## src/rtl/mem_copy_engine_pkg.sv

```systemverilog
// Shared definitions for the memory copy engine.
//   state_e      : FSM state encoding (3 bits)
//   DefaultWidth : default data/address width
//   MemDepth     : number of bytes in the attached dual-read/single-write memory
package mem_copy_engine_pkg;

  typedef enum logic [2:0] {
    StIdle = 3'd0,
    StRd   = 3'd1,
    StCap  = 3'd2,
    StWr0  = 3'd3,
    StWr1  = 3'd4,
    StAdv  = 3'd5,
    StDone = 3'd6
  } state_e;

  localparam int unsigned DefaultWidth = 8;
  localparam int unsigned MemDepth     = 256;

endpackage

```

## src/rtl/mem_copy_engine.sv

```systemverilog
// Block copy engine driving a dual-read/single-write byte memory.
// Each iteration reads a byte pair through both read ports in one cycle, then writes the
// pair back one byte per cycle through the single write port. Copies ascend pairwise.
//
// Ports:
//   clk, reset             : clock, synchronous active-high reset
//   start, src, dst, len   : copy request; operands captured when start is accepted in idle
//   busy                   : high from the cycle after an accepted start until done is left
//   done                   : one-cycle completion pulse
//   mem_rd_addr1/2         : even/odd read addresses (src+i, src+i+1)
//   mem_rd_data1/2         : read data, valid one cycle after the address
//   mem_wr_addr/data/en    : write port, each byte held for exactly one cycle
// All outputs are registered.
module mem_copy_engine
  import mem_copy_engine_pkg::*;
#(
  parameter int unsigned n = DefaultWidth
) (
  input  logic         clk,
  input  logic         reset,
  input  logic         start,
  input  logic [n-1:0] src,
  input  logic [n-1:0] dst,
  input  logic [n-1:0] len,
  output logic         busy,
  output logic         done,
  output logic [n-1:0] mem_rd_addr1,
  input  logic [n-1:0] mem_rd_data1,
  output logic [n-1:0] mem_rd_addr2,
  input  logic [n-1:0] mem_rd_data2,
  output logic [n-1:0] mem_wr_addr,
  output logic [n-1:0] mem_wr_data,
  output logic         mem_wr_en
);

  localparam logic [n-1:0] AddrOne = {{(n-1){1'b0}}, 1'b1};
  localparam logic [n:0]   IdxOne  = {{n{1'b0}}, 1'b1};
  localparam logic [n:0]   IdxTwo  = {{(n-1){1'b0}}, 2'b10};

  state_e       state_q;
  logic [n-1:0] src_q;
  logic [n-1:0] dst_q;
  logic [n-1:0] len_q;
  logic [n:0]   i_q;     // one extra bit so i can reach len without aliasing
  logic [n-1:0] b1_q;    // odd byte; the even byte is held directly in mem_wr_data

  logic [n:0]   rem;
  logic [n:0]   step;
  logic [n:0]   i_next;
  logic [n-1:0] rd_base_next;

  always_comb begin
    rem          = {1'b0, len_q} - i_q;
    step         = (rem >= IdxTwo) ? IdxTwo : rem;
    i_next       = i_q + step;
    rd_base_next = src_q + i_next[n-1:0];
  end

  // Outputs are registered, so each transition loads the values the target state drives.
  always_ff @(posedge clk) begin
    if (reset) begin
      state_q      <= StIdle;
      src_q        <= '0;
      dst_q        <= '0;
      len_q        <= '0;
      i_q          <= '0;
      b1_q         <= '0;
      busy         <= 1'b0;
      done         <= 1'b0;
      mem_rd_addr1 <= '0;
      mem_rd_addr2 <= '0;
      mem_wr_addr  <= '0;
      mem_wr_data  <= '0;
      mem_wr_en    <= 1'b0;
    end else begin
      done <= 1'b0;
      unique case (state_q)
        StIdle: begin
          if (start) begin
            src_q <= src;
            dst_q <= dst;
            len_q <= len;
            i_q   <= '0;
            busy  <= 1'b1;
            if (len == '0) begin
              state_q <= StDone;
              done    <= 1'b1;
            end else begin
              state_q      <= StRd;
              mem_rd_addr1 <= src;
              mem_rd_addr2 <= src + AddrOne;
            end
          end
        end
        StRd: begin
          // Read data becomes valid at this edge; it stays valid through the capture edge.
          state_q <= StCap;
        end
        StCap: begin
          b1_q        <= mem_rd_data2;
          mem_wr_data <= mem_rd_data1;
          mem_wr_addr <= dst_q + i_q[n-1:0];
          mem_wr_en   <= 1'b1;
          state_q     <= StWr0;
        end
        StWr0: begin
          if (rem == IdxOne) begin
            // Final odd byte: the captured odd byte is dropped.
            mem_wr_en <= 1'b0;
            state_q   <= StAdv;
          end else begin
            mem_wr_addr <= dst_q + i_q[n-1:0] + AddrOne;
            mem_wr_data <= b1_q;
            state_q     <= StWr1;
          end
        end
        StWr1: begin
          mem_wr_en <= 1'b0;
          state_q   <= StAdv;
        end
        StAdv: begin
          i_q <= i_next;
          if (i_next == {1'b0, len_q}) begin
            state_q <= StDone;
            done    <= 1'b1;
          end else begin
            state_q      <= StRd;
            mem_rd_addr1 <= rd_base_next;
            mem_rd_addr2 <= rd_base_next + AddrOne;
          end
        end
        StDone: begin
          busy    <= 1'b0;
          state_q <= StIdle;
        end
        default: begin
          state_q <= StIdle;
        end
      endcase
    end
  end

endmodule

```

## config.mk

```make
export PLATFORM = sky130hd
export DESIGN_NAME = mem_copy_engine
export DESIGN_NICKNAME = d
export VERILOG_FILES = /design/src/rtl/mem_copy_engine_pkg.sv /design/src/rtl/mem_copy_engine.sv
export SDC_FILE = /design/constraint.sdc
export NUM_CORES = 1
export LEC_CHECK = 0
export CAP_MARGIN = 0
export CORE_MARGIN = 2
export CORE_UTILIZATION = 54
export CTS_CLUSTER_SIZE = 24
export DETAILED_ROUTE_END_ITERATION = 10
export PLACE_DENSITY_LB_ADDON = 0.08
export SETUP_SLACK_MARGIN = 0.3
export SLEW_MARGIN = 5
export SYNTH_ARGS = -nofsm -noshare
export SYNTH_HDL_FRONTEND = slang
export SYNTH_SLANG_ARGS = --single-unit
```

## constraint.sdc

```tcl
create_clock -name clk -period 5.7 [get_ports clk]
set_input_delay 1.14 -clock clk [delete_from_list [all_inputs] [get_ports clk]]
set_output_delay 1.14 -clock clk [all_outputs]
set_load 0.02 [all_outputs]
```

==> impl_metrics.toml, run 1 <==
[run_status]
status = "finished clean"

[setup_path]
crit_arrival_ns = 5.43
critPathMaxFanout = 6
cpPeakStageDelay_ns = 0.42
cp_slowest_cell = "fa_1"
crit_required_ns = 5.96
start_kind = "register"
crit_chain = "inv_1, ha_1, inv_1, fa_1, xor2_1, nor3_1, o21ai_0, a211oi_1, o211ai_1, nor2_1, ha_1, inv_1, fa_1, nor2b_2, o22ai_2, xnor2_1, ha_1, o21ai_0, a21oi_1, o31a_1, nor3_2, nand2_1, or3_1, a311oi_1"
crit_path_end_kind = "register"
path_class = "reg -> reg"

[timing]
period_needed_ns = 5.17
fmax_mhz = 193
rsz0062_at_grt = "no"
final.setup_skew_ns = 0.0143
relSlewSlack_pct = 20.4
slew_violations = 0
tightest_slew_ns = 1.19
hold_violations = 0
fin_tns_setup_ns = 0
finalSetupViolations = 0
fin_crit_sh_pct = 90.7

[logic_synthesis]
synthAdderAreaFrac_pct = 10.1
yosysTopAreaCell = "dfxtp_1"
muxShareOfSynthArea_pct = 2.98
yosys.area.top_type_share_pct = 33.4
ys.flop_type = "dfxtp_1"
yosys_warnings = 0
synth.distinct_cells = 55
syn_area_per_cell_um2 = 7.95
syn_area_mm2 = 0.00474
async_flop_share_pct = 0
synth_top_family_by_area = "compound AO/OA/AOI/OAI gates"
synth_cells = 596
ys_seq_area_share_pct = 33.4
synth_xor_area_share_pct = 7.81
synthSimpleGateAreaFrac_pct = 20.4
ys_ff_latch = 79
synth_edf_count = 0
synth-compound-area-share_pct = 20.4
yosys-top-cells-area = "dfxtp_1 (33%), ha_1 (8.4%), nand2_1 (7.4%)"

[die]
die_w_um = 97.7
die_h_um = 97.7
dieArea_mm2 = 0.00954
ios = 78
coreArea_mm2 = 0.00864
start_util_pct = 54.9
rows = 34

[power_and_ir_drop]
p_sw_mw = 0.456
power.density_mw_per_mm2 = 252
p_total_mw = 1.47
p_clk_share_pct = 32.3
p_leak_nw = 2.25
seq_power_share_pct = 42.4
peakVddDrop_v = 0.000178
p_comb_share_pct = 25.4
internal_power_mw = 1.01
swShare_pct = 31.0

[global_routing]
antenna_found_initial = 0
grt_max_degree = 79
gr-usage-met3_pct = 3.31
met1_usage_pct = 33.8
grt_overflow = 0
grt.total_usage_pct = 25.5
grt_pass1_vias = 4127
top_usage_layer = "met2"
use_met2_pct = 41.9
grt_pass1_wl_mm = 19.8

[placement]
place_congestion = 0.986
io_buffers = 77
placedCellCount = 757
place_hpwl_mm = 8.71

[clocking]
clock_latency_ns = 0.35
clockRootBuffer = "clkbuf_8"
cts.sinks = 79
cts_tree = "built"
ctsLongestPathBuffers = 2
htree_num_levels = 3
numCtsBuffers = 9
clk_pin_slew_ns = 0.09

[route]
detail-route-antenna-nets = 0
wire_per_inst_um = 15.7
vias_per_cell = 5.70
dr_total_vias = 4432
routed_wirelength_mm = 12.2
drc = 0
dr.pass1.iters = 5
first_iter_violations = 222

[cells_and_area]
mostFrequentLayoutCells = "nand2_1 (93), dfxtp_1 (78), clkdlybuf4s50_1 (76)"
diodes = 0
final_common_cell = "nand2_1"
drive_gt1_share_pct = 5.53
area_delta_synth_final_pct = 23.3
nets = 743
finalNonFillerCells = 777

[run]
drv_cap = 0

[min_path]
min_path_type = "reg -> reg"
[worst paths after layout]
kind | from | to | slack (ns) | cells past startpoint
worst max-delay path | len_q[0] | mem_rd_addr2[7] | 0.53 | 24
worst min-delay path | src_q[6] | src_q[6] | 0.47 | 2
worst max register to register | len_q[0] | mem_rd_addr2[7] | 0.53 | 24
worst min register to register | src_q[6] | src_q[6] | 0.47 | 2
[cell type report]
class | instances | area [um2]
Clock buffer | 10 | 128
Timing Repair Buffer | 84 | 818
Multi-Input combinational cell | 465 | 2990
Fill cell | 743 | 2790
Sequential cell | 79 | 1580
Inverter | 25 | 93.8
Tap cell | 108 | 135
Clock inverter | 6 | 91.3
[state kept, by name, indices dropped and copies added, names as in the netlist, 3 cells and up]
name,flops
b1_q,8
state_q,3
mem_rd_addr1,8
mem_wr_addr,8
dst_q,8
mem_wr_data,8
mem_rd_addr2,8
src_q,8
len_q,8
i_q,9
[per-stage QoR]
stage          hold slack [ns]  instance area (um2)  setup WS [ns]  util, %
6_report                 0.469                 5840          0.527     67.7
5_1_grt                  0.489                 5840          0.279     67.7
4_1_cts                  0.471                 5770          0.382     66.8
3_5_place_dp             0.458                 5550          0.406     64.3
3_3_place_gp             0.449                 5550          0.659     64.3
2_1_floorplan            0.437                 4760          0.976        -
[power groups by stage]
stage / Sequential [mW] / Combinational, mW / Clock, mW
after global placement: 0.635 / 0.352 / 0
after detailed placement: 0.636 / 0.358 / 0
after global routing: 0.629 / 0.409 / 0.500
after CTS: 0.623 / 0.360 / 0.477
final: 0.623 / 0.373 / 0.474
after floorplan: 0.653 / 0.212 / 0
[routing by layer]
| metal | vias up | part of all wire [%] |
|---|---|---|
| li1 | 2225 | - |
| met1 | 2051 | 45 |
| met2 | 133 | 47 |
| met3 | 23 | 4.8 |
| met4 | 0 | 2.6 |
| met5 | - | 0 |
[worst max-delay path: cells and delay by family, from the launching register on]
family                     cells  cell delay [ns]
buffers and inverters          3             0.18
AOI/OAI and AO/OA              8             1.51
and+or+nand+nor                6             1.16
DFF                            1             0.34
adders and majority gates      5             1.48
xor gates and xnor gates       2             0.40
[cell usage after synthesis (5+ instances only)]
library cell and count:
nand3_1 17, nor3_1 20, o21a_1 6, a311oi_1 12
xor2_1 17, or3_1 5, dfxtp_1 79, nand2_1 93
clkbuf_1 26, o21ai_1 9, o21bai_1 5, a21o_1 5
mux2i_1 13, nand2b_1 5, a21oi_1 67, nor2_1 55
o21ai_0 15, xnor2_1 15, inv_1 25, a211oi_1 12
nor2b_1 5, ha_1 32
[logic make-up after synthesis]
family,Yosys count
fa+ha+maj,36
mux,14
other cells,1
xor+xnor,36
flops,79
compound gates,154
simple gates,219
buf+inv,57
[what timing repair did]
item / 4_1_cts / 5_1_grt
hold buffers: 0 / 0
endpoints found under the setup margin: 0 / 15
buffers inserted: 0 / 4
resized for setup: 0 / 12
(Power assumes the default switching activity.)
==> run 2: changes to the inputs <==
--- a/config.mk
+++ b/config.mk
@@ -6,7 +6,6 @@
 export NUM_CORES = 1
 export LEC_CHECK = 0
 export CAP_MARGIN = 0
-export CORE_MARGIN = 2
 export CORE_UTILIZATION = 54
 export CTS_CLUSTER_SIZE = 24
 export DETAILED_ROUTE_END_ITERATION = 10
==> run 2 against run 1 <==
- core utilization grew 2.2 points
- clock skew shrank 0.0022 ns
- hold slack lost 0.00079 ns
- wire length shrank 0.27%
- critical path type unchanged
- maximum frequency grew 2.0%
- cell count shrank 0.90%
- non-clock buffer count shrank 3
- sequential share of layout area grew 0.081 points
==> impl_metrics.toml, run 2 (same netlist as run 1, synthesis figures left out) <==
[setup_path]
crit_arrival_ns = 5.34
rr_worst_depth = 23
path_class = "reg -> reg"
crit_path_end_kind = "register"
reg2reg_slack_ns = 0.63
reg2reg_from = "i_q[0]"
critPathMaxFanout = 6
start_kind = "register"
worstReg2RegEnd = "mem_rd_addr2[7]"
crit_required_ns = 5.97

[route]
drc = 0
detail-route-antenna-nets = 0
routed_wirelength_mm = 12.1
wire_per_inst_um = 15.8
first_iter_violations = 188
dr_total_vias = 4467
dr.pass1.iters = 5
vias_per_cell = 5.80

[timing]
hold_violations = 0
slew_violations = 0
period_needed_ns = 5.07
finalSetupViolations = 0
fmax_mhz = 197
fin_crit_sh_pct = 89.0
final.setup_skew_ns = 0.0121
relSlewSlack_pct = 20.8
tightest_slew_ns = 1.19
worst_slack_ns = 0.628
rsz0062_at_grt = "yes"
fin_tns_setup_ns = 0

[cells_and_area]
mostFrequentLayoutCells = "nand2_1 (93), dfxtp_1 (78), clkdlybuf4s50_1 (76)"
regMostFlops = "i_q"
largest_register_ffs = 9
nets = 740
final_common_cell = "nand2_1"
diodes = 0
drive_gt1_share_pct = 5.41
fillers = 694
area_delta_synth_final_pct = 22.9

[global_routing]
grt.total_usage_pct = 27.3
grt_overflow = 0
grt_pass1_vias = 4019
grt_max_degree = 79
antenna_found_initial = 0
grt_pass1_wl_mm = 19.1

[placement]
io_buffers = 77
place_congestion = 0.919
dp_slack_ns = 0.436
place_hpwl_mm = 8.75

[die]
coreArea_mm2 = 0.00834
die_h_um = 95.7
start_util_pct = 56.8
dieArea_mm2 = 0.00916
rows = 33
ios = 78
die_w_um = 95.7

[min_path]
hold_start = "mem_rd_addr2[2]"
holdPathEnd = "mem_rd_addr2[2]"
hold_depth = 2
min_path_type = "reg -> reg"

[clocking]
numCtsBuffers = 9
clock_latency_ns = 0.35
clockRootBuffer = "clkbuf_8"
cts_tree = "built"
htree_num_levels = 3
ctsLongestPathBuffers = 2
cts.sinks = 79
clk_pin_slew_ns = 0.08

[run]
drv_cap = 0

[run_status]
status = "finished clean"

[power_and_ir_drop]
peakVddDrop_v = 0.000136
power.density_mw_per_mm2 = 248
p_leak_nw = 2.24
[run 2: cell types whose count changed in the layout (fill, tap and decap cells not counted), sizes merged]
cell / delta
buf: -3
clkbuf: -1
clkinv: +1
clkinvlp: +1
inv: -2
[run 2: how the worst max path moves through the flow]
| stage | startpoint | to | slack, ns | depth (start not counted) |
|---|---|---|---|---|
| floorplan | i_q[0] | mem_rd_addr2[7] | 0.98 | 23 |
| global placement | i_q[0] | mem_rd_addr2[7] | 0.65 | 23 |
| detailed placement | i_q[0] | mem_rd_addr2[7] | 0.44 | 23 |
| CTS | i_q[0] | mem_rd_addr2[7] | 0.39 | 23 |
| global route | i_q[0] | mem_rd_addr2[7] | 0.22 | 22 |
| finish | i_q[0] | mem_rd_addr2[7] | 0.63 | 23 |
[run 2: report_power, final]
group          switching [mW]  internal (mW)
combinational           0.200          0.167
clock                   0.211          0.243
sequential             0.0319          0.592
total                   0.443           1.00
[run 2: layout make-up]
cell class	instances	area (um2)	area share, %
Sequential cell	79	1580	27.2
Tap cell	105	131	2.26
Timing Repair Buffer	81	796	13.7
Clock buffer	9	124	2.13
Clock inverter	6	86.3	1.48
Inverter	25	93.8	1.61
Multi-Input combinational cell	465	3010	51.7
[run 2: critical path, stage by stage (launching register included)]
cell and delay [ns]:
dfxtp_1 0.39, ha_1 0.19, inv_1 0.05, fa_1 0.40, xor2_1 0.18, nor3_1 0.18, o21ai_1 0.12, a211oi_1 0.23
o211ai_1 0.15, nor2_1 0.12, ha_1 0.17, inv_1 0.05, fa_1 0.42, nor2b_2 0.17, o22ai_2 0.14, xnor2_2 0.17
ha_1 0.36, o21ai_0 0.11, a21oi_1 0.08, o31a_1 0.38, nor3_2 0.25, nand2_1 0.10, or3_1 0.32, a311oi_1 0.25
[run 2: timing repair]
item | CTS | global route
endpoints found under the hold margin | 0 | 0
hold buffers | 0 | 0
gates resized for setup | 0 | 16
buffers inserted | 0 | 1
setup endpoints to repair | 0 | 16
[run 2: per-stage QoR]
stage          cell area, um2  power, mW  hold WS (ns)  cells  utilization [%]
5_1_grt                  5830       1.51         0.487    770             69.8
2_1_floorplan            4760      0.866         0.437    601                -
3_5_place_dp             5550      0.994         0.457    754             66.5
4_1_cts                  5760       1.44         0.468    769             69.0
6_report                 5830       1.45         0.469    770             69.8
3_3_place_gp             5550      0.986         0.451    754             66.5
[run 2: layer usage]
layer / global-route usage, % / part of all wire, %
met2: 46.7 / 48
met4: 10.7 / 2.6
met5: 0 / 0
met1: 34.7 / 44
met3: 3.79 / 5.3
==> run 3: changes to the inputs <==
--- a/config.mk
+++ b/config.mk
@@ -9,9 +9,9 @@
 export CORE_UTILIZATION = 54
 export CTS_CLUSTER_SIZE = 24
 export DETAILED_ROUTE_END_ITERATION = 10
+export HOLD_SLACK_MARGIN = 0.02
 export PLACE_DENSITY_LB_ADDON = 0.08
 export SETUP_SLACK_MARGIN = 0.3
-export SLEW_MARGIN = 5
 export SYNTH_ARGS = -nofsm -noshare
 export SYNTH_HDL_FRONTEND = slang
 export SYNTH_SLANG_ARGS = --single-unit
==> results of run 3 <==
No change in the layout: final DEF, timing and power equal those of run 2.
